[src/rtl/pe_pkg.sv]
// Shared PE-column definitions: lane geometry and the bf16 constants used by the
// accumulator output path.
package pe_pkg;
    localparam int LANE_WIDTH = 16;
    localparam int NUM_LANES  = 4;
    localparam int ACC_WIDTH  = 32;

    localparam logic [LANE_WIDTH-1:0] BF16_QNAN = 16'h7FC0;
    localparam logic [LANE_WIDTH-1:0] BF16_INF  = 16'h7F80;

    typedef logic [LANE_WIDTH-1:0] bf16_t;
endpackage

[src/rtl/fp32_to_bf16.sv]
// Combinational FP32 -> bf16: quiet NaN, inf passthrough, denormals kept bit-exact.
// Defining ACC_PACKER_RNE_EN selects round-to-nearest-even; otherwise the low half is truncated.
module fp32_to_bf16
    import pe_pkg::*;
(
    input  logic [ACC_WIDTH-1:0] fp32,
    output bf16_t                bf16
);
    logic                  sign;
    logic [7:0]            exponent;
    logic                  mant_nz;
    logic [LANE_WIDTH-1:0] upper;

    assign sign     = fp32[31];
    assign exponent = fp32[30:23];
    assign mant_nz  = |fp32[22:0];
    assign upper    = fp32[31:16];

`ifdef ACC_PACKER_RNE_EN
    // Round up when the low half exceeds one half-ulp, or ties onto an odd upper half.
    logic round_up;
    assign round_up = fp32[15] && ((|fp32[14:0]) || fp32[16]);
`else
    logic unused_low;
    assign unused_low = ^fp32[15:0];
`endif

    // NOTE: every output of a combinational block gets a default first, so no path can infer a latch.
    always_comb begin
        bf16 = upper;
        if (exponent == 8'hFF)
            bf16 = mant_nz ? {sign, BF16_QNAN[14:0]} : {sign, BF16_INF[14:0]};
`ifdef ACC_PACKER_RNE_EN
        else if (round_up)
            bf16 = upper + 16'd1;  // a carry out of the mantissa lands on inf by design
`endif
    end
endmodule

[src/rtl/acc_packer.sv]
// Packs FP32 accumulator results into 64-bit words of four bf16 lanes with valid/ready on both sides.
// Rounding is chosen at build time by ACC_PACKER_RNE_EN (see fp32_to_bf16).
module acc_packer
    import pe_pkg::LANE_WIDTH, pe_pkg::bf16_t;
#(
    parameter int NUM_LANES      = pe_pkg::NUM_LANES,
    parameter int ACC_WIDTH      = pe_pkg::ACC_WIDTH,
    parameter int DATA_OUT_WIDTH = NUM_LANES * LANE_WIDTH
) (
    input  logic                      clk,
    input  logic                      rst,
    input  logic                      in_valid,
    output logic                      in_ready,
    input  logic [ACC_WIDTH-1:0]      in_data,
    input  logic                      in_last,
    output logic                      out_valid,
    input  logic                      out_ready,
    output logic [DATA_OUT_WIDTH-1:0] out_data,
    output logic [NUM_LANES-1:0]      out_keep,
    output logic                      out_last,
    output logic [15:0]               word_cnt
);
    localparam int               CNT_W     = $clog2(NUM_LANES);
    localparam logic [CNT_W-1:0] LAST_LANE = CNT_W'(NUM_LANES - 1);

    logic [CNT_W-1:0]          cnt_q, cnt_d;
    bf16_t [NUM_LANES-1:0]     pack_q, pack_d, pack_ins;
    bf16_t                     lane_bf16;
    logic                      out_valid_d, out_last_d;
    logic [DATA_OUT_WIDTH-1:0] out_data_d;
    logic [NUM_LANES-1:0]      out_keep_d;
    logic                      accept, complete, handshake;

    fp32_to_bf16 u_conv (
        .fp32 (in_data),
        .bf16 (lane_bf16)
    );

    // A non-completing accept never touches the output register, so it is always allowed.
    assign in_ready  = !out_valid || out_ready || (cnt_q != LAST_LANE && !in_last);
    assign accept    = in_valid && in_ready;
    assign complete  = accept && (cnt_q == LAST_LANE || in_last);
    assign handshake = out_valid && out_ready;

    always_comb begin
        pack_ins        = pack_q;
        pack_ins[cnt_q] = lane_bf16;
    end

    always_comb begin
        cnt_d       = cnt_q;
        pack_d      = pack_q;
        out_valid_d = out_valid && !out_ready;
        out_data_d  = out_data;
        out_keep_d  = out_keep;
        out_last_d  = out_last;
        if (complete) begin
            // Lanes above cnt are already zero because the pack register clears on every completion.
            out_valid_d = 1'b1;
            out_data_d  = pack_ins;
            out_last_d  = in_last;
            for (int i = 0; i < NUM_LANES; i++)
                out_keep_d[i] = (i <= int'(cnt_q));
            cnt_d  = '0;
            pack_d = '0;
        end else if (accept) begin
            pack_d = pack_ins;
            cnt_d  = cnt_q + CNT_W'(1);
        end
    end

    // NOTE: state registers use non-blocking assignments so every flop samples pre-edge values.
    always_ff @(posedge clk or posedge rst) begin
        if (rst) begin
            cnt_q     <= '0;
            pack_q    <= '0;
            out_valid <= 1'b0;
            out_data  <= '0;
            out_keep  <= '0;
            out_last  <= 1'b0;
            word_cnt  <= '0;
        end else begin
            cnt_q     <= cnt_d;
            pack_q    <= pack_d;
            out_valid <= out_valid_d;
            out_data  <= out_data_d;
            out_keep  <= out_keep_d;
            out_last  <= out_last_d;
            if (handshake)
                word_cnt <= word_cnt + 16'd1;
        end
    end
endmodule

[config.mk]
export PLATFORM = sky130hd
export DESIGN_NAME = acc_packer
export DESIGN_NICKNAME = d
export VERILOG_FILES = /design/src/rtl/pe_pkg.sv /design/src/rtl/fp32_to_bf16.sv /design/src/rtl/acc_packer.sv
export SDC_FILE = /design/constraint.sdc
export NUM_CORES = 1
export LEC_CHECK = 0
export CORE_ASPECT_RATIO = 0.8
export CORE_UTILIZATION = 42
export DETAILED_ROUTE_END_ITERATION = 7
export GPL_TIMING_DRIVEN = 0
export PLACE_DENSITY = 0.67
export SYNTH_ARGS = -nofsm -noshare
export SYNTH_HDL_FRONTEND = slang
export SYNTH_SLANG_ARGS = --single-unit
[constraint.sdc]
create_clock -name clk -period 17.6 [get_ports clk]
set_input_delay 5.28 -clock clk [delete_from_list [all_inputs] [get_ports clk]]
set_output_delay 5.28 -clock clk [all_outputs]
set_load 0.01 [all_outputs]
## Yosys cells after proc, flatten, opt, wreduce, memory -nomap -nowiden

Index checks and enable logic that the tools add are counted.

- Flip-flop bits (word level): 152
- Input bits: 37
- Logic and storage cells: 44

- Add/subtract/negate cells: 2
- $lt $le $gt $ge: 5
- Eq/ne operators: 3
- Muxes and demuxes: 10
- Reductions and logical operators: 14

Operator list:

| cell | count |
|---|---|
| $mux W64 | 2 |
| $bwmux W64 | 1 |
| $demux W16 S2 | 1 |
| $reduce_or A23 Y1 | 1 |
| $add A16 B1 Y16 const B | 1 |
| $mux W16 | 1 |
| $mux W15 | 1 |
| $eq A8 B8 Y1 const B | 1 |
| $mux W7 | 1 |
| $logic_and A1 B1 Y1 | 6 |
| $le A2 B2 Y1 const A | 2 |
| $mux W2 | 2 |
| $logic_not A1 Y1 | 3 |
| $logic_or A1 B1 Y1 | 3 |
| $lt A2 B3 Y1 const B | 1 |
| $add A2 B1 Y2 const B | 1 |
| $eq A2 B2 Y1 const B | 1 |
| $ge A2 B1 Y1 const B | 1 |
| $le A1 B2 Y1 const A | 1 |
| $ne A2 B2 Y1 const B | 1 |
| $reduce_bool A2 Y1 | 1 |
| $mux W1 | 1 |

## Longest topological paths before layout

- Word-level depth: 7
- Depth in mapped cells: 8

## Cells and area by module

A second synthesis with hierarchy kept.

- Cells, all modules: 549
- Area total of the unflattened synthesis: 6,427.4 sq um

By module, submodules not included:

| module | instances | cells an instance | area each (sq um) | seq. area each (sq um) |
|---|---|---|---|---|
| acc_packer | 1 | 522 | 6,257.3 | 3,803.6 |
| fp32_to_bf16 | 1 | 27 | 170.2 | 0.0 |

## Worst setup path after synthesis

No wires, ideal clock.

- Path type: input -> output
- Start point: input port out_ready
- End point: output port in_ready
- Arrival: 5,733 ps
- Data required time: 12,320 ps
- Path slack: 6,587 ps
- Stages on the path: 3
- Buffers on the path: 1
- Cell sequence: nand2b_1 -> buf_2 -> nand2b_1

- Word-level cells in the longest chain between the ends: 2

RTL lines:

| element | line | source |
|---|---|---|
| start: declaration | acc_packer.sv:17 | `input logic out_ready,` |
| $logic_or A1 B1 Y1 (2 in a row) | acc_packer.sv:40 | `assign in_ready = !out_valid \|\| out_ready \|\| (cnt_q != LAST_LANE && !in_last);` |
| end: declaration | acc_packer.sv:13 | `output logic in_ready,` |

No other way between the ends.

## Worst setup path after layout

Same ends and word-level chain as after synthesis.

==> run metrics <==
ratio of final minimum period to clock period=69.1%; Core Region=15,200 um2; Die Y=between 100 and 150 um; initial cell density of the core=43.5%; global-route wire length before repair=roughly 27,000 um; nature of the critical path startpoint=primary input; total number of vias=~5.1k; Post-synth top cells=dfrtp_1 (152), nand2_1 (78), o21ai_0 (49), mux2i_1 (40), a22o_1 (29); post-DR vias/cell=roughly 5.3; class of the most critical setup path=in -> out; footprint of the multi-input gates=between 2000 and 3000 um2; Clock Sink Count=roughly 150; sequential element share of the synthesized area=around 57%; proportion of netlist area held by the largest area contributor=57.5%; largest net degree at the start of global routing=between 80 and 90; worst vdd rail ir drop=just under 0.08 mV; Fin Clk Skew=around 7.9 ps; number of cells produced by synthesis=roughly 600; cells taking the most area after synthesis=dfrtp_1 (57%), mux2i_1 (6.1%), nand2_1 (4.4%), a22o_1 (3.8%), o21ai_0 (3.7%); HPWL Detailed=12,100 um; leakage=between 3 and 4 nW; final number of max-transition violations=0; Fillers=1,303; yosys warns=0; initial antenna violation count=0; slew margin rel.=47.8%; Power, Total=about 1.1 mW; Area growth syn-to-layout=31.8%; number of failing setup endpoints in the final timing report=0; post-layout instance count excluding filler cells=between 900 and 1k; crit path to=in_ready; post-detailed-route DRC marker count=0; register clock-pin slew on the reported worst setup and hold paths=60 ps; length in cells of the worst reg-to-reg path=6; cell area after technology mapping=about 6600 um2; total number of nets in the final design=roughly 790; R2R Path End=out_data[40]; post_cts resized=0; share of synthesized flip-flops with an asynchronous set or reset=100%; total nets after synthesis=between 600 and 700; synthesis-stage register bit count=~150; Final Hold Viols=0; Total Die Area=16,300 um2; total global routing track utilization=between 20 and 25%; routed wire length=between 15,000 and 20,000 um; post-synthesis cell type count=37; kind of end point of the critical path=output pin; share of cells above drive strength 1=11.4%; Sequential cell area=roughly 3800 um2; io pins=between 100 and 150; data arrival time of the critical path=6880 ps; Peak Freq=0.0822 GHz; setup TNS=0 ps; worst min-delay path category=reg -> reg; Skew-Pair Late Insertion Delay=about 420 ps; clock buffer depth=2; run status=completed; number of rows created at floorplan=40; maximum fanout count along the critical path=8; post-CTS setup buffers=0; cts bufs inserted=17; setup repair after global routing missed its margin=no; CTS tree=yes; critical register-to-register path startpoint=cnt_q[0]; number of global-route vias before repair=5,213; power density normalized to cell area=approximately 130 nW/um2; number of enable flip-flop cells after synthesis=0; routability congestion estimate from global placement=approximately 0.80; dominant synthesized flop cell=dfrtp_1; overflow left after global routing=0; # H-tree levels=4; Die Span X=between 100 and 150 um; count of inserted antenna diode cells=0; Placed Cells incl. Taps=~940; data required time of the critical path=roughly 12,000 ps; average wire per standard cell=~18 um; transition time at the pin with the least slew margin=783 ps; Hold-fix buffers, CTS=0; total iterations of the first detailed-routing run=4; area leader, netlist=dfrtp_1; Detail Route Antenna Nets=0; reg-to-reg setup timing slack=15,480 ps; drt initial violations=381; Port Buffer Count=115; buffer cell driving the clock tree root=clkbuf_16; maximum capacitance violations=0; average cell area after synthesis=10.9 um2; Setup crit start=out_ready; cell with the most instances after synthesis=dfrtp_1; minimum period implied by the final worst setup slack=12,160 ps
power breakdown:
part	total (mW)	internal, mW	switching [mW]
clock	0.402	0.259	0.143
sequential	0.454	0.413	0.0408
combinational	0.285	0.146	0.140
total	1.14	0.818	0.324
worst min-delay path by stage:
stage / startpoint / to / depth (start not counted)
2_1_floorplan: pack_q[38] / pack_q[38] / 2
3_3_place_gp: pack_q[38] / pack_q[38] / 2
3_5_place_dp: out_keep[0] / out_keep[0] / 1
4_1_cts: pack_q[0] / pack_q[0] / 2
5_1_grt: word_cnt[15] / word_cnt[15] / 1
6_report: word_cnt[15] / word_cnt[15] / 1
registers in the layout, indices dropped and copies added, names as in the netlist:
| signal | cells |
|---|---|
| out_last | 1 |
| out_keep | 4 |
| out_valid | 1 |
| word_cnt | 16 |
| out_data | 64 |
| pack_q | 64 |
| cnt_q | 2 |
cell families (layout without fill, tap and decap cells):
logic type / Yosys count / in the layout / share of synthesized area [%]
flip-flops: 152 / 152 / 57.5
buffers and inverters: 55 / 203 / 4.50
multiplexers: 41 / 41 / 6.22
AND/OR/NAND/NOR: 194 / 194 / 14.4
adder cells (fa/ha/maj): 6 / 6 / 1.13
AO/OA/AOI/OAI: 146 / 146 / 14.2
XOR/XNOR: 15 / 15 / 1.99
metal layers:
metal	vias up	share of wire (%)	global-route usage, %
met3	19	5.5	5.31
met1	2604	47	30.5
li1	2382	-	-
met5	-	0	0
met2	139	46	34.8
met4	0	1.2	7.89
area by class of cell:
class                   count  area share (%)
well taps                 210            3.01
flip-flops and latches    152            43.6
repair buffers            116            13.5
inverters                   5           0.273
clock inverters            11            2.24
multi-input cells         402            28.8
plain buffers              50            3.20
clock buffers              21            5.28
placed cells by master (no fill, tap or decap), types with 4 or more instances in the layout:
master           Yosys  routed
bufinv_16            0       5
nand3_1             13      13
o21ai_0             49      49
mux2i_1             40      40
a21oi_1             24      24
and2_1              16      16
dfrtp_1            152     152
o31ai_2              6       6
clkbuf_1            11      13
and3_1               5       5
o21ai_1              9       9
xor2_1               5       5
nor2_1              28      28
clkbuf_16            0      17
xnor2_1             10      10
buf_2               25      25
nand2_1             78      78
nor2b_1             28      28
nor4_1               7       7
a31oi_1             24      24
clkdlybuf4s50_1      0     115
a22o_1              29      29
ha_1                 6       6
nand4_1              5       5
buf_4               12      12
inv_1                5       4
critical path, cell delays in order:
cell,delay (ps)
clkdlybuf4s50_1,520
nand2b_1,120
buf_2,220
nand2b_1,180
clkdlybuf4s50_1,540
per-stage QoR:
stage               instance area [um2]  worst slack [ps]  hold WS (ps)  util, %
floorplan                          6620              6590           441        -
global placement                   8030              5450           453     52.8
detailed placement                 8060              5460           457     53.0
CTS                                8720              5440           476     57.3
global route                       8720              5350           496     57.3
finish                             8720              5440           474     57.3
Power figures use the tool's default switching activity.
